--- src/rtl/rs_gf_pkg.sv ---
// Shared GF(2^5) definitions for the RS decoder datapath.
// Field polynomial x^5+x^2+1; GF_POLY is the reduction term of x^5.
package rs_gf_pkg;
  localparam int GF_W = 5;
  localparam logic [GF_W-1:0] GF_POLY = 5'b00101;

  // Minimum tag width able to name n requesters.
  function automatic int tag_w(input int n);
    return (n <= 2) ? 1 : $clog2(n);
  endfunction
endpackage

--- src/rtl/gfmul_rr_pick.sv ---
// Combinational round-robin picker: first requester at or after i_ptr, wrapping.
module gfmul_rr_pick #(
  parameter int NREQ = 4,
  parameter int TAGW = 3
) (
  input  logic [NREQ-1:0] i_req,
  input  logic [TAGW-1:0] i_ptr,
  input  logic            i_en,
  output logic [NREQ-1:0] o_gnt,
  output logic [TAGW-1:0] o_idx
);
  logic w_found;

  // Two passes: indices >= ptr first, then the wrapped-around ones below ptr.
  always_comb begin
    o_gnt   = '0;
    o_idx   = '0;
    w_found = 1'b0;
    for (int j = 0; j < NREQ; j++) begin
      if (i_en && !w_found && i_req[j] && (j >= int'(i_ptr))) begin
        w_found  = 1'b1;
        o_gnt[j] = 1'b1;
        o_idx    = TAGW'(j);
      end
    end
    for (int j = 0; j < NREQ; j++) begin
      if (i_en && !w_found && i_req[j] && (j < int'(i_ptr))) begin
        w_found  = 1'b1;
        o_gnt[j] = 1'b1;
        o_idx    = TAGW'(j);
      end
    end
  end
endmodule

--- src/rtl/lcpmult.sv ---
// Combinational GF(2^5) polynomial-basis multiplier (MSB-first Horner form).
module lcpmult
  import rs_gf_pkg::*;
(
  input  logic [GF_W-1:0] i_a,
  input  logic [GF_W-1:0] i_b,
  output logic [GF_W-1:0] o_p
);
  always_comb begin
    o_p = '0;
    for (int i = GF_W - 1; i >= 0; i--) begin
      o_p = {o_p[GF_W-2:0], 1'b0} ^ (o_p[GF_W-1] ? GF_POLY : '0);
      if (i_b[i]) o_p = o_p ^ i_a;
    end
  end
endmodule

--- src/rtl/gfmul_arbiter.sv ---
// Round-robin arbiter sharing one GF(2^5) multiplier among NREQ requesters.
// Optional per-requester XOR accumulators: define GFMUL_ARB_ACCUM_EN.
module gfmul_arbiter
  import rs_gf_pkg::*;
#(
  parameter int NREQ = 4,
  parameter int TAGW = 3
) (
  input  logic                 i_clock,
  input  logic                 i_resetn,
  input  logic [NREQ-1:0]      i_req,
  input  logic [NREQ-1:0]      i_acc,
  input  logic [GF_W*NREQ-1:0] i_opa,
  input  logic [GF_W*NREQ-1:0] i_opb,
  input  logic                 i_out_hold,
  output logic [NREQ-1:0]      o_gnt,
  output logic                 o_out_valid,
  output logic [GF_W-1:0]      o_out_data,
  output logic [TAGW-1:0]      o_out_tag
);
  if (TAGW < tag_w(NREQ)) begin : g_bad_tagw
    $error("gfmul_arbiter: TAGW too small for NREQ");
  end

  logic [TAGW-1:0] r_ptr;
  logic [NREQ-1:0] w_gnt;
  logic [TAGW-1:0] w_idx;
  logic [GF_W-1:0] w_a, w_b, w_prod, w_res;
  logic            w_en;

  assign w_en  = i_resetn & ~i_out_hold;
  assign o_gnt = w_gnt;

  gfmul_rr_pick #(.NREQ(NREQ), .TAGW(TAGW)) u_pick (
    .i_req (i_req),
    .i_ptr (r_ptr),
    .i_en  (w_en),
    .o_gnt (w_gnt),
    .o_idx (w_idx)
  );

  always_comb begin
    w_a = '0;
    w_b = '0;
    for (int i = 0; i < NREQ; i++) begin
      if (w_gnt[i]) begin
        w_a = i_opa[i*GF_W +: GF_W];
        w_b = i_opb[i*GF_W +: GF_W];
      end
    end
  end

  lcpmult u_mul (
    .i_a (w_a),
    .i_b (w_b),
    .o_p (w_prod)
  );

`ifdef GFMUL_ARB_ACCUM_EN
  logic [NREQ-1:0][GF_W-1:0] r_acc;
  logic [GF_W-1:0]           w_acc_cur;
  logic                      w_acc_sel;

  always_comb begin
    w_acc_cur = '0;
    w_acc_sel = 1'b0;
    for (int i = 0; i < NREQ; i++) begin
      if (w_gnt[i]) begin
        w_acc_cur = r_acc[i];
        w_acc_sel = i_acc[i];
      end
    end
  end

  assign w_res = w_acc_sel ? (w_acc_cur ^ w_prod) : w_prod;

  always_ff @(posedge i_clock) begin
    if (!i_resetn) begin
      r_acc <= '0;
    end else begin
      for (int i = 0; i < NREQ; i++)
        if (w_gnt[i]) r_acc[i] <= w_res;
    end
  end
`else
  logic w_unused;
  assign w_unused = ^i_acc;
  assign w_res    = w_prod;
`endif

  // Hold freezes everything, including the pointer; idle cycles flush the result.
  always_ff @(posedge i_clock) begin
    if (!i_resetn) begin
      o_out_valid <= 1'b0;
      o_out_data  <= '0;
      o_out_tag   <= '0;
      r_ptr       <= '0;
    end else if (!i_out_hold) begin
      if (|w_gnt) begin
        o_out_valid <= 1'b1;
        o_out_data  <= w_res;
        o_out_tag   <= w_idx;
        r_ptr       <= (int'(w_idx) == NREQ - 1) ? '0 : w_idx + 1'b1;
      end else begin
        o_out_valid <= 1'b0;
        o_out_data  <= '0;
        o_out_tag   <= '0;
      end
    end
  end
endmodule

--- config.mk ---
export PLATFORM = sky130hd
export DESIGN_NAME = gfmul_arbiter
export DESIGN_NICKNAME = d
export VERILOG_FILES = /design/src/rtl/rs_gf_pkg.sv /design/src/rtl/gfmul_rr_pick.sv /design/src/rtl/lcpmult.sv /design/src/rtl/gfmul_arbiter.sv
export SDC_FILE = /design/constraint.sdc
export NUM_CORES = 1
export LEC_CHECK = 0
export BUFFER_PORTS_ARGS = -buffer_cell sky130_fd_sc_hd__buf_4
export CORE_MARGIN = 5
export CORE_UTILIZATION = 50
export DETAILED_ROUTE_END_ITERATION = 10
export GPL_ROUTABILITY_DRIVEN = 0
export MAX_ROUTING_LAYER = met4
export PLACE_DENSITY_LB_ADDON = 0.2
export SYNTH_ARGS = -nofsm -noshare
export SYNTH_HDL_FRONTEND = slang
export SYNTH_HIERARCHICAL = 1
export SYNTH_SLANG_ARGS = --single-unit
--- constraint.sdc ---
create_clock -name i_clock -period 5.9 [get_ports i_clock]
set_input_delay 1.18 -clock i_clock [delete_from_list [all_inputs] [get_ports i_clock]]
set_output_delay 1.18 -clock i_clock [all_outputs]
set_load 0.1 [all_outputs]
======== Word level (Yosys, flattened, before mapping) ========
Index checks and enable logic that the tools add are counted.
W data, S select, Z words.
word-level totals
  register bits ........................... 12
  bits in latches ......................... 0
  memory bits (writable) .................. 0
  memory bits (read-only) ................. 0
  output and inout bits ................... 13
  logic and storage cells ................. 98
  memories kept ........................... 0
operators by class
  add/sub/neg operators ................... 1
  multipliers ............................. 0
  divide/modulo/power cells ............... 0
  $lt $le $gt $ge ......................... 8
  equality and inequality tests ........... 1
  shift-type cells ........................ 0
  multiplexer cells ....................... 42
  bitwise operators ....................... 10
  reduce and logical (&&, ||, !) cells .... 32
operator list
  kind                   count
  $mux W5                14
  $xor A5 B5 Y5          8
  $logic_and A1 B1 Y1    23
  $mux W3                6
  $mux W1                16
  $mux W2                6
  $logic_not A1 Y1       7
  $ge A1 B3 Y1 const A   2
  $ge A2 B3 Y1 const A   2
  $lt A1 B3 Y1 const A   2
  $lt A2 B3 Y1 const A   2
  $reduce_or A4 Y1       1
  $add A3 B1 Y3 const B  1
  $eq A3 B3 Y1 const B   1
  $reduce_and A2 Y1      1
  $and A1 B1 Y1          1
  $not A1 Y1             1

======== Logic depth before layout (Yosys ltp) ========
  depth in word-level cells ............... 59
  gate-level depth with buffers ........... 15

======== Modules after synthesis ========
The synthesis kept the hierarchy.
by module, submodules not included
  module         times used  cells an instance  area an instance (µm²)
  gfmul_arbiter  1           92                 775.7
  lcpmult        1           46                 321.6
  gfmul_rr_pick  1           31                 191.4

======== Worst setup path after synthesis ========
No wires, ideal clock.
  path type ............................... input to register
  start point ............................. input i_resetn
  end point ............................... register o_out_data[2]
  library setup time ...................... 0.119 ns
  arrival ................................. 5.631 ns
  slack ................................... 0.151 ns
  cell stages on the path ................. 14
  path buffers ............................ 2
  path through ............................ buf_6 -> and2b_1 -> nand2_1 -> a211oi_2 -> nand2_1 -> a21oi_1 -> buf_2 -> a221oi_1 -> o31ai_1 -> nand2_2 -> xor2_1 -> xnor3_1 -> xnor2_1 -> a22o_1
between the ends
  elaborated cells between the ends (all ways) .. 71
  classes of those cells .................. 31 x mux; 9 x bitwise; 31 x reduce/logical
RTL lines
  element                            RTL line              RTL
  start: declaration                 gfmul_arbiter.sv:10   input logic i_resetn,
  $and A1 B1 Y1 (*)                  gfmul_arbiter.sv:31   assign w_en = i_resetn & ~i_out_hold;
  via w_en                           gfmul_arbiter.sv:29   logic w_en;
  $logic_and A1 B1 Y1 (2 in series)  gfmul_rr_pick.sv:20   if (i_en && !w_found && i_req[j] && (j >= int'(i_ptr))) begin
  $mux W1                            gfmul_rr_pick.sv:20
  $logic_not A1 Y1                   gfmul_rr_pick.sv:20
  $logic_and A1 B1 Y1 (3 in series)  gfmul_rr_pick.sv:20
  $mux W1                            gfmul_rr_pick.sv:20
  $logic_not A1 Y1                   gfmul_rr_pick.sv:20
  (+19 left out)                     -
  via o_gnt[1]                       gfmul_arbiter.sv:16   output logic [NREQ-1:0] o_gnt,
  (+3 left out)                      -
  via w_a[3]                         gfmul_arbiter.sv:28   logic [GF_W-1:0] w_a, w_b, w_prod, w_res;
  (+8 left out)                      -
  $xor A5 B5 Y5 (*)                  lcpmult.sv:12         o_p = {o_p[GF_W-2:0], 1'b0} ^ (o_p[GF_W-1] ? GF_POLY : '0);
  $xor A5 B5 Y5                      lcpmult.sv:13         if (i_b[i]) o_p = o_p ^ i_a;
  $mux W5 (*)                        lcpmult.sv:13
  $xor A5 B5 Y5 (*)                  lcpmult.sv:12
  $xor A5 B5 Y5                      lcpmult.sv:13
  $mux W5 (*)                        lcpmult.sv:13
  via w_prod[2]                      gfmul_arbiter.sv:28
  $mux W5 (*)                        gfmul_arbiter.sv:99   if (|w_gnt) begin
  end signal: assignment             gfmul_arbiter.sv:101  o_out_data <= w_res;
  end: declaration                   gfmul_arbiter.sv:18   output logic [GF_W-1:0] o_out_data,
Mark *: on every way through the listed nets, which the timed path passes. The rest lies on a longest branch.
A chain may end at the register's enable or synchronous reset.

======== Worst setup path after layout ========
  start point ............................. input i_out_hold
  end point ............................... register o_out_data[2]
between the ends
  word-level cells in the longest chain between the ends .. 57
  elaborated cells between the ends (all ways) .. 72
  classes of those cells .................. 31 x mux; 10 x bitwise; 31 x reduce/logical
RTL lines
  element                            RTL line             RTL
  start: declaration                 gfmul_arbiter.sv:15  input logic i_out_hold,
  $not A1 Y1 (no source line) (*)    -
  $and A1 B1 Y1 (*)                  gfmul_arbiter.sv:31
  via w_en                           gfmul_arbiter.sv:29
  $logic_and A1 B1 Y1 (2 in series)  gfmul_rr_pick.sv:20
  $mux W1                            gfmul_rr_pick.sv:20
  $logic_not A1 Y1                   gfmul_rr_pick.sv:20
  $logic_and A1 B1 Y1 (3 in series)  gfmul_rr_pick.sv:20
  $mux W1                            gfmul_rr_pick.sv:20
  (+31 left out)                     -
  via w_b[4]                         gfmul_arbiter.sv:28
  (+9 left out)                      -
  $xor A5 B5 Y5                      lcpmult.sv:13
  $mux W5 (*)                        lcpmult.sv:13
  $mux W3                            lcpmult.sv:12
  $xor A5 B5 Y5 (*)                  lcpmult.sv:12
  $xor A5 B5 Y5                      lcpmult.sv:13
  $mux W5 (*)                        lcpmult.sv:13
  via w_prod[2]                      gfmul_arbiter.sv:28
  $mux W5 (*)                        gfmul_arbiter.sv:99
Marked as above.

==> impl_metrics.py <==
metrics = {
    "cells_and_area": {
        "final_layout_size_suffix_gt1_share_pct": 31.70,
        "layout.filler_cells": 198,
        "fin_util_pct": 70.86,
        "insertedDiodeCount": 0,
        "finish.net_count": 278,
        "area_delta_synth_final_pct": 36.21,
        "multi_input_logic_area_um2": 970.9,
        "final_common_cell": "buf_4",
        "final-seq-area_um2": 240.2,
        "mostFrequentLayoutCells": "buf_4 (62), nand2_1 (43), nor2b_1 (12), dfxtp_1 (12), xnor2_1 (11)",
    },
    "die": {
        "coreArea_um2": 2477,
        "die-height_um": 60.77,
        "initial_utilization_pct": 52.02,
        "ioPinCount": 64,
        "x_dimension_of_the_die_um": 60.77,
        "core.rowCount": 18,
        "die_area_um2": 3693,
    },
    "timing": {
        "fin_crit_sh_pct": 81.62,
        "setup_repair_after_global_routing_missed_its_margin": "no",
        "timing.fmax_mhz": 207.7,
        "skew_ns": 0.005548,
        "final_setup_fails": 0,
        "worst_slew_pin_slew_ns": 0.8089,
        "clock_period_minus_final_worst_setup_slack_ns": 4.815,
        "slew_headroom_pct": 45.61,
        "timing.final.max_slew_violations": 0,
        "timing.final.hold_violations": 0,
        "fin_setup_tns_ns": 0,
    },
    "clock_tree": {
        "cts-root-buf": "clkbuf_4",
        "clk_pin_slew_ns": 0.07,
        "inserted_clock_buffers": 3,
        "cts_tree": "yes",
        "post_cts_hold_buffer_count": 0,
        "max-clock-path-buffers": 2,
        "ctsResizeCount": 0,
        "numClockSinks": 12,
        "htree_levels": 1,
        "clk_latency_ns": 0.27,
        "post-cts-setup-buffers": 0,
    },
    "synthesis": {
        "synth_edf_count": 0,
        "yosys_register_bits": 12,
        "syn-mean-instance-area_um2": 7.626,
        "synth.top_cell.area_share_pct": 18.64,
        "yosys.area.top_type": "dfxtp_1",
        "yosysWarnings": 6,
        "synth_top_flop_cell": "dfxtp_1",
        "post_synth_instance_area_um2": 1289,
        "synth_nets": 221,
        "syn-instance-count": 169,
        "synthDistinctLibCells": 41,
        "seq_total_area_yosys_pct": 18.64,
        "synth_top_cells_by_area": "dfxtp_1 (19%), nand2_1 (13%), xnor2_1 (7.5%)",
        "async_flop_share_pct": 0,
    },
    "grt": {
        "total_global_routing_overflow": 0,
        "number_of_global_route_vias_before_repair": 1368,
        "antenna_found_initial": 0,
        "grt_max_degree": 23,
        "first_pass_grt_wire_length_um": 5968,
        "grt.total_usage_pct": 21.22,
    },
    "outcome": {
        "status": "completed",
    },
    "critical_path": {
        "worstPathMaxFanout": 9,
        "cp-end-kind": "flop",
        "crit_path_required_time_ns": 6.07,
        "category_of_the_critical_setup_timing_path": "in -> reg",
        "setup.worst_path.start_class": "input port",
        "arrival_ns": 4.98,
    },
    "power": {
        "swShare_pct": 42.13,
        "seq_power_share_pct": 29.0,
        "netSwitchingPower_mw": 0.1317,
        "power.density_cell_area_nw_per_um2": 178.1,
        "internal-power_mw": 0.1809,
        "power.ir.vdd_worst_v": 0.0001493,
        "p_leak_nw": 0.7579,
        "power.combinational.fraction_pct": 55.3,
        "clockPowerShare_pct": 15.7,
    },
    "worst_hold_path": {
        "min_delay_worst_type": "reg -> reg",
    },
    "placement": {
        "hpwl_um": 2982,
        "io_buffers": 59,
    },
    "route": {
        "finalWirelength_um": 3698,
        "route.detailed.drc": 0,
        "first_iter_violations": 59,
        "first_pass_iters": 4,
        "detail_route.wl_per_cell_um": 14.56,
        "route.vias.total": 1450,
        "ant_nets": 0,
        "post_drt_via_cell_ratio": 5.709,
    },
    "job": {
        "max-cap-violations": 0,
    },
}
==> per-layer routing <==
| layer | vias to the layer above | wire, um | track usage [%] |
|---|---|---|---|
| li1 | 708 | - | - |
| met3 | 2 | 266 | 2.128 |
| met4 | 0 | 16 | 4.954 |
| met2 | 53 | 1836 | 34.05 |
| met5 | - | 0 | - |
| met1 | 687 | 1579 | 28.63 |
==> cell usage after synthesis, types with 4 or more instances <==
library cell  number
dfxtp_1           12
a21oi_1            6
xor2_1             7
a221oi_1           9
o31ai_1           10
xnor2_1           11
nor2b_1           12
clkbuf_1           4
nand2_1           43
inv_1              4
a22o_1             9
==> state kept, by name, summed over array words and instances (netlist names) <==
| register | flops |
|---|---|
| r_ptr | 3 |
| o_out_valid | 1 |
| o_out_tag | 3 |
| o_out_data | 5 |
==> critical path, stage by stage <==
cell	delay, ns
buf_4	0.13
and2b_1	0.33
nor3b_2	0.29
and2_2	0.22
a41o_1	0.21
nor2b_1	0.56
a221oi_1	0.16
o31ai_1	0.73
nand2_2	0.11
xor2_1	0.26
xnor3_1	0.46
xnor2_1	0.14
a22o_1	0.20
==> cell families (layout without fill, tap and decap cells) <==
kind of cell | after synthesis | count (layout) | synth area share (%)
flops | 12 | 12 | 18.64
simple gates | 70 | 70 | 26.80
mux | 3 | 3 | 2.330
compound gates | 46 | 46 | 27.48
other cells | 1 | 1 | 0.2910
buf+inv | 15 | 70 | 6.018
fa+ha+maj | 1 | 1 | 0.9707
xor+xnor | 21 | 21 | 17.48
==> cell type report <==
type	instances	share of cell area, %
Clock buffer	3	1.283
Inverter	5	1.069
Multi-Input combinational cell	142	55.31
Sequential cell	12	13.68
Tap cell	30	2.138
Timing Repair Buffer	62	26.51
==> through the flow <==
stage	instances	hold slack [ns]	setup slack [ns]	instance area, um2	total power [mW]
3_5_place_dp	251	0.4604	0.8454	1733	0.2640
5_1_grt	254	0.5049	0.7936	1755	0.3284
6_report	254	0.4773	1.085	1755	0.3127
4_1_cts	254	0.4807	1.126	1755	0.3125
3_3_place_gp	251	0.4518	1.037	1733	0.2591
2_1_floorplan	169	0.4655	0.1508	1289	0.2150
==> power by group through the flow <==
stage / clock, mW / sequential [mW] / combinational [mW]
floorplan: 0 / 0.117 / 0.0980
global placement: 0 / 0.0922 / 0.167
detailed placement: 0 / 0.0924 / 0.172
CTS: 0.0499 / 0.0907 / 0.172
global route: 0.0527 / 0.0913 / 0.184
finish: 0.0491 / 0.0907 / 0.173
==> final timing paths <==
check / cells past startpoint / from / end / slack, ns
setup / recovery: 13 / i_out_hold / o_out_data[2]$_SDFFE_PN0N_ / 1.08
hold / removal: 1 / o_out_data[4]$_SDFFE_PN0N_ / o_out_data[4]$_SDFFE_PN0N_ / 0.48
setup reg to reg: 11 / r_ptr[2]$_SDFFE_PN0P_ / o_out_data[2]$_SDFFE_PN0N_ / 2.08
hold reg to reg: 1 / o_out_data[4]$_SDFFE_PN0N_ / o_out_data[4]$_SDFFE_PN0N_ / 0.48
(Power assumes the default switching activity.)
